==> src/rtl/regfile_write_queue_if.sv <==
// Writeback request handshake plus register-file write port, grouped for the write queue.
interface regfile_write_queue_if #(
  parameter int DATA_W = 64,
  parameter int ADDR_W = 5
);
  logic              in_valid;
  logic              in_ready;
  logic [ADDR_W-1:0] in_rd;
  logic [DATA_W-1:0] in_data;
  logic              wr_stall;
  logic              wr_en;
  logic [ADDR_W-1:0] wr_addr;
  logic [DATA_W-1:0] wr_data;

  modport master (
    output in_valid, in_rd, in_data, wr_stall,
    input  in_ready, wr_en, wr_addr, wr_data
  );

  modport slave (
    input  in_valid, in_rd, in_data, wr_stall,
    output in_ready, wr_en, wr_addr, wr_data
  );
endinterface

==> src/rtl/regfile_write_queue.sv <==
// Buffers register-file writebacks in a small FIFO, drains one per cycle to the single
// write port, and bypasses pending values to two read ports.
module regfile_write_queue #(
  parameter int DATA_W = 64,
  parameter int ADDR_W = 5,
  parameter int DEPTH  = 4
) (
  input  logic                     clk,
  input  logic                     RESET,
  regfile_write_queue_if.slave     bus,
  input  logic [ADDR_W-1:0]        rs1,
  input  logic [ADDR_W-1:0]        rs2,
  output logic                     byp1_hit,
  output logic [DATA_W-1:0]        byp1_data,
  output logic                     byp2_hit,
  output logic [DATA_W-1:0]        byp2_data,
  output logic [$clog2(DEPTH):0]   count
);
  localparam int PTR_W = $clog2(DEPTH);
  localparam int CNT_W = PTR_W + 1;

  logic [ADDR_W-1:0] mem_rd   [DEPTH];
  logic [DATA_W-1:0] mem_data [DEPTH];
  logic [PTR_W-1:0]  head, tail;
  logic              enq, deq;
  logic              not_empty;

  assign not_empty    = (count != '0);
  assign bus.in_ready = (count != CNT_W'(DEPTH));
  assign bus.wr_en    = not_empty && !bus.wr_stall;
  assign bus.wr_addr  = not_empty ? mem_rd[head]   : '0;
  assign bus.wr_data  = not_empty ? mem_data[head] : '0;

  // x0 writes complete the handshake but never occupy a slot
  assign enq = bus.in_valid && bus.in_ready && (bus.in_rd != '0);
  assign deq = bus.wr_en;

  always_ff @(posedge clk) begin
    if (RESET) begin
      head  <= '0;
      tail  <= '0;
      count <= '0;
    end else begin
      if (enq) tail <= tail + PTR_W'(1);
      if (deq) head <= head + PTR_W'(1);
      case ({enq, deq})
        2'b10:   count <= count + CNT_W'(1);
        2'b01:   count <= count - CNT_W'(1);
        default: count <= count;
      endcase
    end
  end

  always_ff @(posedge clk) begin
    if (enq) begin
      mem_rd[tail]   <= bus.in_rd;
      mem_data[tail] <= bus.in_data;
    end
  end

  // Walk from oldest to youngest so a later match overrides an earlier one
  always_comb begin
    logic [PTR_W-1:0] idx;
    idx       = '0;
    byp1_hit  = 1'b0;
    byp1_data = '0;
    byp2_hit  = 1'b0;
    byp2_data = '0;
    for (int unsigned k = 0; k < DEPTH; k++) begin
      idx = head + PTR_W'(k);
      if (CNT_W'(k) < count) begin
        if ((rs1 != '0) && (mem_rd[idx] == rs1)) begin
          byp1_hit  = 1'b1;
          byp1_data = mem_data[idx];
        end
        if ((rs2 != '0) && (mem_rd[idx] == rs2)) begin
          byp2_hit  = 1'b1;
          byp2_data = mem_data[idx];
        end
      end
    end
  end

  count_bound_a: assert property (@(posedge clk) disable iff (RESET) count <= CNT_W'(DEPTH));

endmodule

==> src/flat_wrapper.sv <==
// flat-port wrapper written by rule: the top's interface ports become plain ports
module regfile_write_queue_flat 
#(
  parameter int DATA_W = 64,
  parameter int ADDR_W = 5,
  parameter int DEPTH  = 4
)
  (clk, RESET, rs1, rs2, byp1_hit, byp1_data, byp2_hit, byp2_data, count, bus_in_valid, bus_in_rd, bus_in_data, bus_wr_stall, bus_in_ready, bus_wr_en, bus_wr_addr, bus_wr_data);
  regfile_write_queue_if #(.DATA_W(DATA_W), .ADDR_W(ADDR_W)) bus_i ();
  input  logic clk;
  input  logic RESET;
  input  logic [ADDR_W-1:0] rs1;
  input  logic [ADDR_W-1:0] rs2;
  output logic byp1_hit;
  output logic [DATA_W-1:0] byp1_data;
  output logic byp2_hit;
  output logic [DATA_W-1:0] byp2_data;
  output logic [$clog2(DEPTH):0] count;
  input wire logic [$bits(bus_i.in_valid)-1:0] bus_in_valid;
  input wire logic [$bits(bus_i.in_rd)-1:0] bus_in_rd;
  input wire logic [$bits(bus_i.in_data)-1:0] bus_in_data;
  input wire logic [$bits(bus_i.wr_stall)-1:0] bus_wr_stall;
  output wire logic [$bits(bus_i.in_ready)-1:0] bus_in_ready;
  output wire logic [$bits(bus_i.wr_en)-1:0] bus_wr_en;
  output wire logic [$bits(bus_i.wr_addr)-1:0] bus_wr_addr;
  output wire logic [$bits(bus_i.wr_data)-1:0] bus_wr_data;
  assign bus_i.in_valid = bus_in_valid;
  assign bus_i.in_rd = bus_in_rd;
  assign bus_i.in_data = bus_in_data;
  assign bus_i.wr_stall = bus_wr_stall;
  assign bus_in_ready = bus_i.in_ready;
  assign bus_wr_en = bus_i.wr_en;
  assign bus_wr_addr = bus_i.wr_addr;
  assign bus_wr_data = bus_i.wr_data;
  regfile_write_queue #(.DATA_W(DATA_W), .ADDR_W(ADDR_W), .DEPTH(DEPTH)) u_core (.clk(clk), .RESET(RESET), .bus(bus_i), .rs1(rs1), .rs2(rs2), .byp1_hit(byp1_hit), .byp1_data(byp1_data), .byp2_hit(byp2_hit), .byp2_data(byp2_data), .count(count));
endmodule
==> config.mk <==
export PLATFORM = sky130hd
export DESIGN_NAME = regfile_write_queue_flat
export DESIGN_NICKNAME = d
export VERILOG_FILES = /design/src/rtl/regfile_write_queue_if.sv /design/src/rtl/regfile_write_queue.sv /design/src/flat_wrapper.sv
export SDC_FILE = /design/constraint.sdc
export NUM_CORES = 1
export LEC_CHECK = 0
export CORE_ASPECT_RATIO = 1.4
export CORE_MARGIN = 3
export CORE_UTILIZATION = 55
export DETAILED_ROUTE_END_ITERATION = 8
export PLACE_DENSITY = 0.82
export SYNTH_ARGS = -nofsm -noshare
export SYNTH_HDL_FRONTEND = slang
export SYNTH_SLANG_ARGS = --single-unit
==> constraint.sdc <==
create_clock -name clk -period 3.95 [get_ports clk]
set_input_delay 0.395 -clock clk [delete_from_list [all_inputs] [get_ports clk]]
set_output_delay 0.395 -clock clk [all_outputs]
set_load 0.005 [all_outputs]
==> summary.md, run 1 <==
| Metric | Value |
|---|---|
| Slew Limit Fails | `0` |
| Crit-path cells | `buf_8 -> buf_12 -> mux4_2 -> buf_6 -> xnor2_4 -> nand4_1 -> or4b_4 -> buf_12 -> buf_16 -> o21ai_2 -> o22ai_2 -> dlygate4sd2_1` |
| Primary FF master, synth | `edfxtp_1` |
| Largest cells by area after synthesis | `edfxtp_1, mux4_2, a221oi_2` |
| Sequential element share of the synthesized area | `0.4188` |
| Sw Pwr | `5.029 mW` |
| Nets@finish | `2080` |
| Clock Skews | `0.01524 ns` |
| Die X-Extent | `168.1 um` |
| Failing checks | `negative setup slack` |
| Crit Path Max Fanout | `9` |
| Area delta synth->final | `28.05%` |
| Crit end category | `primary output` |
| Largest family of logic cells by synthesized area | `multiplexers` |
| Vias | `18126` |
| Worst path max stage delay | `0.58 ns` |
| Yosys reg bits | `285` |
| Part of the cycle the worst path needs | `1.031` |
| Vias/cell | `7.306` |
| Number of synthesized flops with an enable pin | `276` |
| HPWL Detailed | `40840 um` |
| Top cell type by total area after synthesis | `edfxtp_1` |
| Critical path's slowest cell | `or4b_4` |
| Status | `finished, violations left` |
| Antenna Violating Nets Remaining | `0` |
| Filler cells | `2343` |
| Port-buffer cells | `286` |
| Clock Path Buffers | `3` |
| Clock root buffer | `clkbuf_16` |
| Buf/Inv on CP | `6` |
| Maxcap violations | `0` |
| Post-synthesis mux area share | `0.2354` |
| Mapped Cells | `1721` |
| Per-cell routed wire length | `28.91 um` |
| Clock network power share | `0.200` |
| Worst slew pin tran | `1.125 ns` |
| Unique masters post-synth | `48` |
| Sinks on the clock net | `285` |
| Register area | `0.008484 mm^2` |
| RSZ-0062 raised after global routing | `true` |
| Vias in the first global route | `17732` |
| Worst Hold Endpoint | `u_core.mem_data[2][49]$_DFFE_PP_` |
| Internal power | `8.454 mW` |
| Rows | `82` |
| Reg clk slew, reported paths | `0.07 ns` |
| Layout Cell Area excl Fill | `0.02589 mm^2` |
| Multi-input gate area | `0.01141 mm^2` |
| Adder-cell share of the synthesized area | `0.005569` |
| CTS tree | `built` |
| Endpoints failing setup | `20` |
| Fmax | `0.2456 GHz` |
| Gr ovfl total | `0` |
| Most used cell along the critical path | `buf_12` |
| Initial antenna violation count | `11` |
| Synth Area in Compound Gates | `0.1814` |
| Pwr/cell area | `520.7 mW/mm^2` |
| Max IR drop VDD | `0.0007772 V` |
| First-pass GRT wire length | `103700 um` |
| Final WL | `71720 um` |
| Hold path depth | `1` |
| Hold WS | `0.4509 ns` |
| Cell count of the worst reg-to-reg path | `7` |
| Critical Path RT | `3.56 ns` |
| Pin count of the biggest net entering global routing | `192` |
| Synth Warn # | `0` |
| Simple-gate share of the synthesized area | `0.09040` |
| Relative slew slack | `0.2503` |
| Worst Hold Class | `input pin to flip-flop` |
| Placer Congestion | `0.9163` |
| Critical path class | `flip-flop to primary output` |
| Nature of the critical path startpoint | `flip-flop` |
| # DRC | `0` |
| Io pins | `287` |
| Placed instance area | `0.02364 mm^2` |
| Starting Density | `0.5615` |
| LEAKAGE | `8.866 nW` |
| Die area | `0.03913 mm^2` |
| H-tree levels | `1` |
| Hold-fix buffers, CTS | `0` |
| XOR/XNOR Fraction of Synth Area | `0.01906` |
| Average size of a mapped cell | `11.75 um^2` |
| Mapped cell area | `0.02022 mm^2` |
| Die height | `232.9 um` |
| DRT iter0 DRCs | `2722` |
| RR Endpoint | `u_core.mem_data[0][14]$_DFFE_PP_` |
| Sw frac | `0.3730` |
| Reg2Reg Setup Slack | `0.98 ns` |
| CP arrival | `3.68 ns` |
| Critical path's top delay family | `buffers and inverters` |
| TritonCTS Buffers | `28` |
| Part of the power in combinational logic | `0.515` |
| Clock latency on the worst-skew pair | `0.57 ns` |
| CORE AREA | `0.03601 mm^2` |
| Seq pwr share | `0.285` |
| Top cell type's share of synthesized area | `0.4099` |
| Final setup margin | `-0.1209 ns` |
| Final hold vios | `0` |
| Reg2Reg Launch Point | `u_core.count[0]$_SDFFE_PP0P_` |
| Hold wc startpoint | `bus_in_data[49]` |
| Post-synth ARST share | `0` |
| Post-Syn Nets | `1813` |
| First-pass detailed-route iteration total | `5` |
| Minimum clock period | `4.071 ns` |
| Share of layout cells above drive strength 1 | `0.3239` |
| GR Util All Layers | `0.3431` |
-- per-layer routing --
layer / vias up / global-route usage / wire length (um)
met4: 4 / 0.2435 / 5405
met3: 415 / 0.06203 / 6897
met5: - / 0 / 27
met2: 1537 / 0.5767 / 35880
li1: 7353 / - / -
met1: 8817 / 0.3956 / 23510
-- worst max-delay path by stage --
stage	from	endpoint	slack, ns	cells past startpoint
6_report	u_core.head[0]$_SDFFE_PP0P_	byp1_data[12]	-0.12	12
5_1_grt	u_core.head[0]$_SDFFE_PP0P_	byp1_data[3]	-0.20	12
4_1_cts	u_core.head[0]$_SDFFE_PP0P_	byp2_data[8]	-0.16	11
3_5_place_dp	u_core.head[0]$_SDFFE_PP0P_	byp2_data[11]	0.02	10
3_3_place_gp	rs1[3]	byp1_data[42]	0.02	9
2_1_floorplan	u_core.count[0]$_SDFFE_PP0P_	u_core.mem_data[1][0]$_DFFE_PP_	0.62	6
-- cells in the mapped netlist (2+ instances only) --
cell type and instances:
a221oi_1 4, a21o_1 63, dfxtp_1 9, nand4_1 6
o22ai_1 64, inv_1 7, o21ai_1 39, buf_4 8
xnor2_1 24, mux4_2 142, a221oi_2 61, or3_1 4
a21oi_1 132, nor4_2 2, o21ai_0 89, buf_1 20
nor2_1 76, mux2_2 66, nor4b_2 2, nor4_1 2
buf_6 26, or4b_1 2, nand2_1 137, nor2b_1 70
a211oi_1 2, buf_2 45, edfxtp_1 276, a22oi_1 63
mux2i_1 77, ha_1 9, mux2_1 3, nand3_1 67
and2_1 6, clkbuf_1 84, xor2_1 20, nor3_1 2
-- logic make-up (layout without fill, tap and decap cells) --
group | count (synthesis) | count (layout)
AO/OA/AOI/OAI | 521 | 521
XOR/XNOR | 44 | 44
adder cells (fa/ha/maj) | 9 | 9
buffers and inverters | 191 | 480
flip-flops | 285 | 285
multiplexers | 289 | 289
other | 0 | 9
AND/OR/NAND/NOR | 382 | 382
-- power by group through the flow --
stage / combinational (mW) / clock [mW] / sequential, mW
floorplan: 4.13 / 0 / 3.79
global placement: 6.31 / 0 / 3.87
detailed placement: 6.41 / 0 / 3.91
CTS: 6.66 / 2.69 / 3.83
global route: 7.32 / 2.84 / 3.87
finish: 6.94 / 2.69 / 3.85
-- cell usage in the layout, fill, tap and decap left out, types with 19 or more instances in the layout --
| cell type | instances |
|---|---|
| a21o_1 | 63 |
| a21oi_1 | 132 |
| a221oi_2 | 56 |
| a22oi_1 | 46 |
| buf_12 | 32 |
| buf_2 | 24 |
| buf_4 | 61 |
| clkbuf_16 | 32 |
| clkbuf_2 | 62 |
| clkdlybuf4s50_1 | 156 |
| dlygate4sd2_1 | 22 |
| edfxtp_1 | 276 |
| mux2_2 | 66 |
| mux2i_1 | 71 |
| mux4_2 | 142 |
| nand2_1 | 137 |
| nand3_1 | 63 |
| nor2_1 | 76 |
| nor2b_1 | 69 |
| o21ai_0 | 73 |
| o21ai_2 | 31 |
| o22ai_1 | 48 |
| xor2_1 | 19 |
-- layout make-up --
| class | instances | share of cell area |
|---|---|---|
| clock buffer | 38 | 0.03011 |
| clock inverter | 14 | 0.005122 |
| multi-input combinational | 1245 | 0.4407 |
| timing repair buffer | 420 | 0.1719 |
| inverter | 8 | 0.001256 |
| tap | 462 | 0.02233 |
| sequential | 285 | 0.3277 |
| antenna | 9 | 0.0008698 |
-- state kept, by name, indices dropped and copies added (netlist names), named ones only --
signal and cells:
u_core.count 3, u_core.head 2, u_core.mem_data 256, u_core.mem_rd 20, u_core.tail 2
-- through the flow --
| stage | utilization | setup TNS [ns] | instances | setup slack [ns] | power (mW) |
|---|---|---|---|---|---|
| 3_3_place_gp | 0.6565 | 0 | 2351 | 0.01878 | 10.18 |
| 6_report | 0.7190 | -0.9355 | 2481 | -0.1209 | 13.48 |
| 4_1_cts | 0.7081 | -2.067 | 2448 | -0.1604 | 13.18 |
| 5_1_grt | 0.7190 | -4.344 | 2481 | -0.2018 | 14.03 |
| 2_1_floorplan | - | 0 | 1721 | 0.6184 | 7.918 |
| 3_5_place_dp | 0.6565 | 0 | 2351 | 0.01588 | 10.32 |
-- repair_timing --
action,in CTS,in global routing
gates cloned,16,3
pin swaps,32,26
gates resized for setup,273,231
setup buffers,29,21
endpoints found under the setup margin,134,126
No activity file was read; power rests on OpenSTA's default activity.
==> run 2: changes to the inputs <==
Settings changed: ABC_AREA set to 0.
==> results of run 2 <==
Final layout, timing and power as in run 1 (identical DEF).
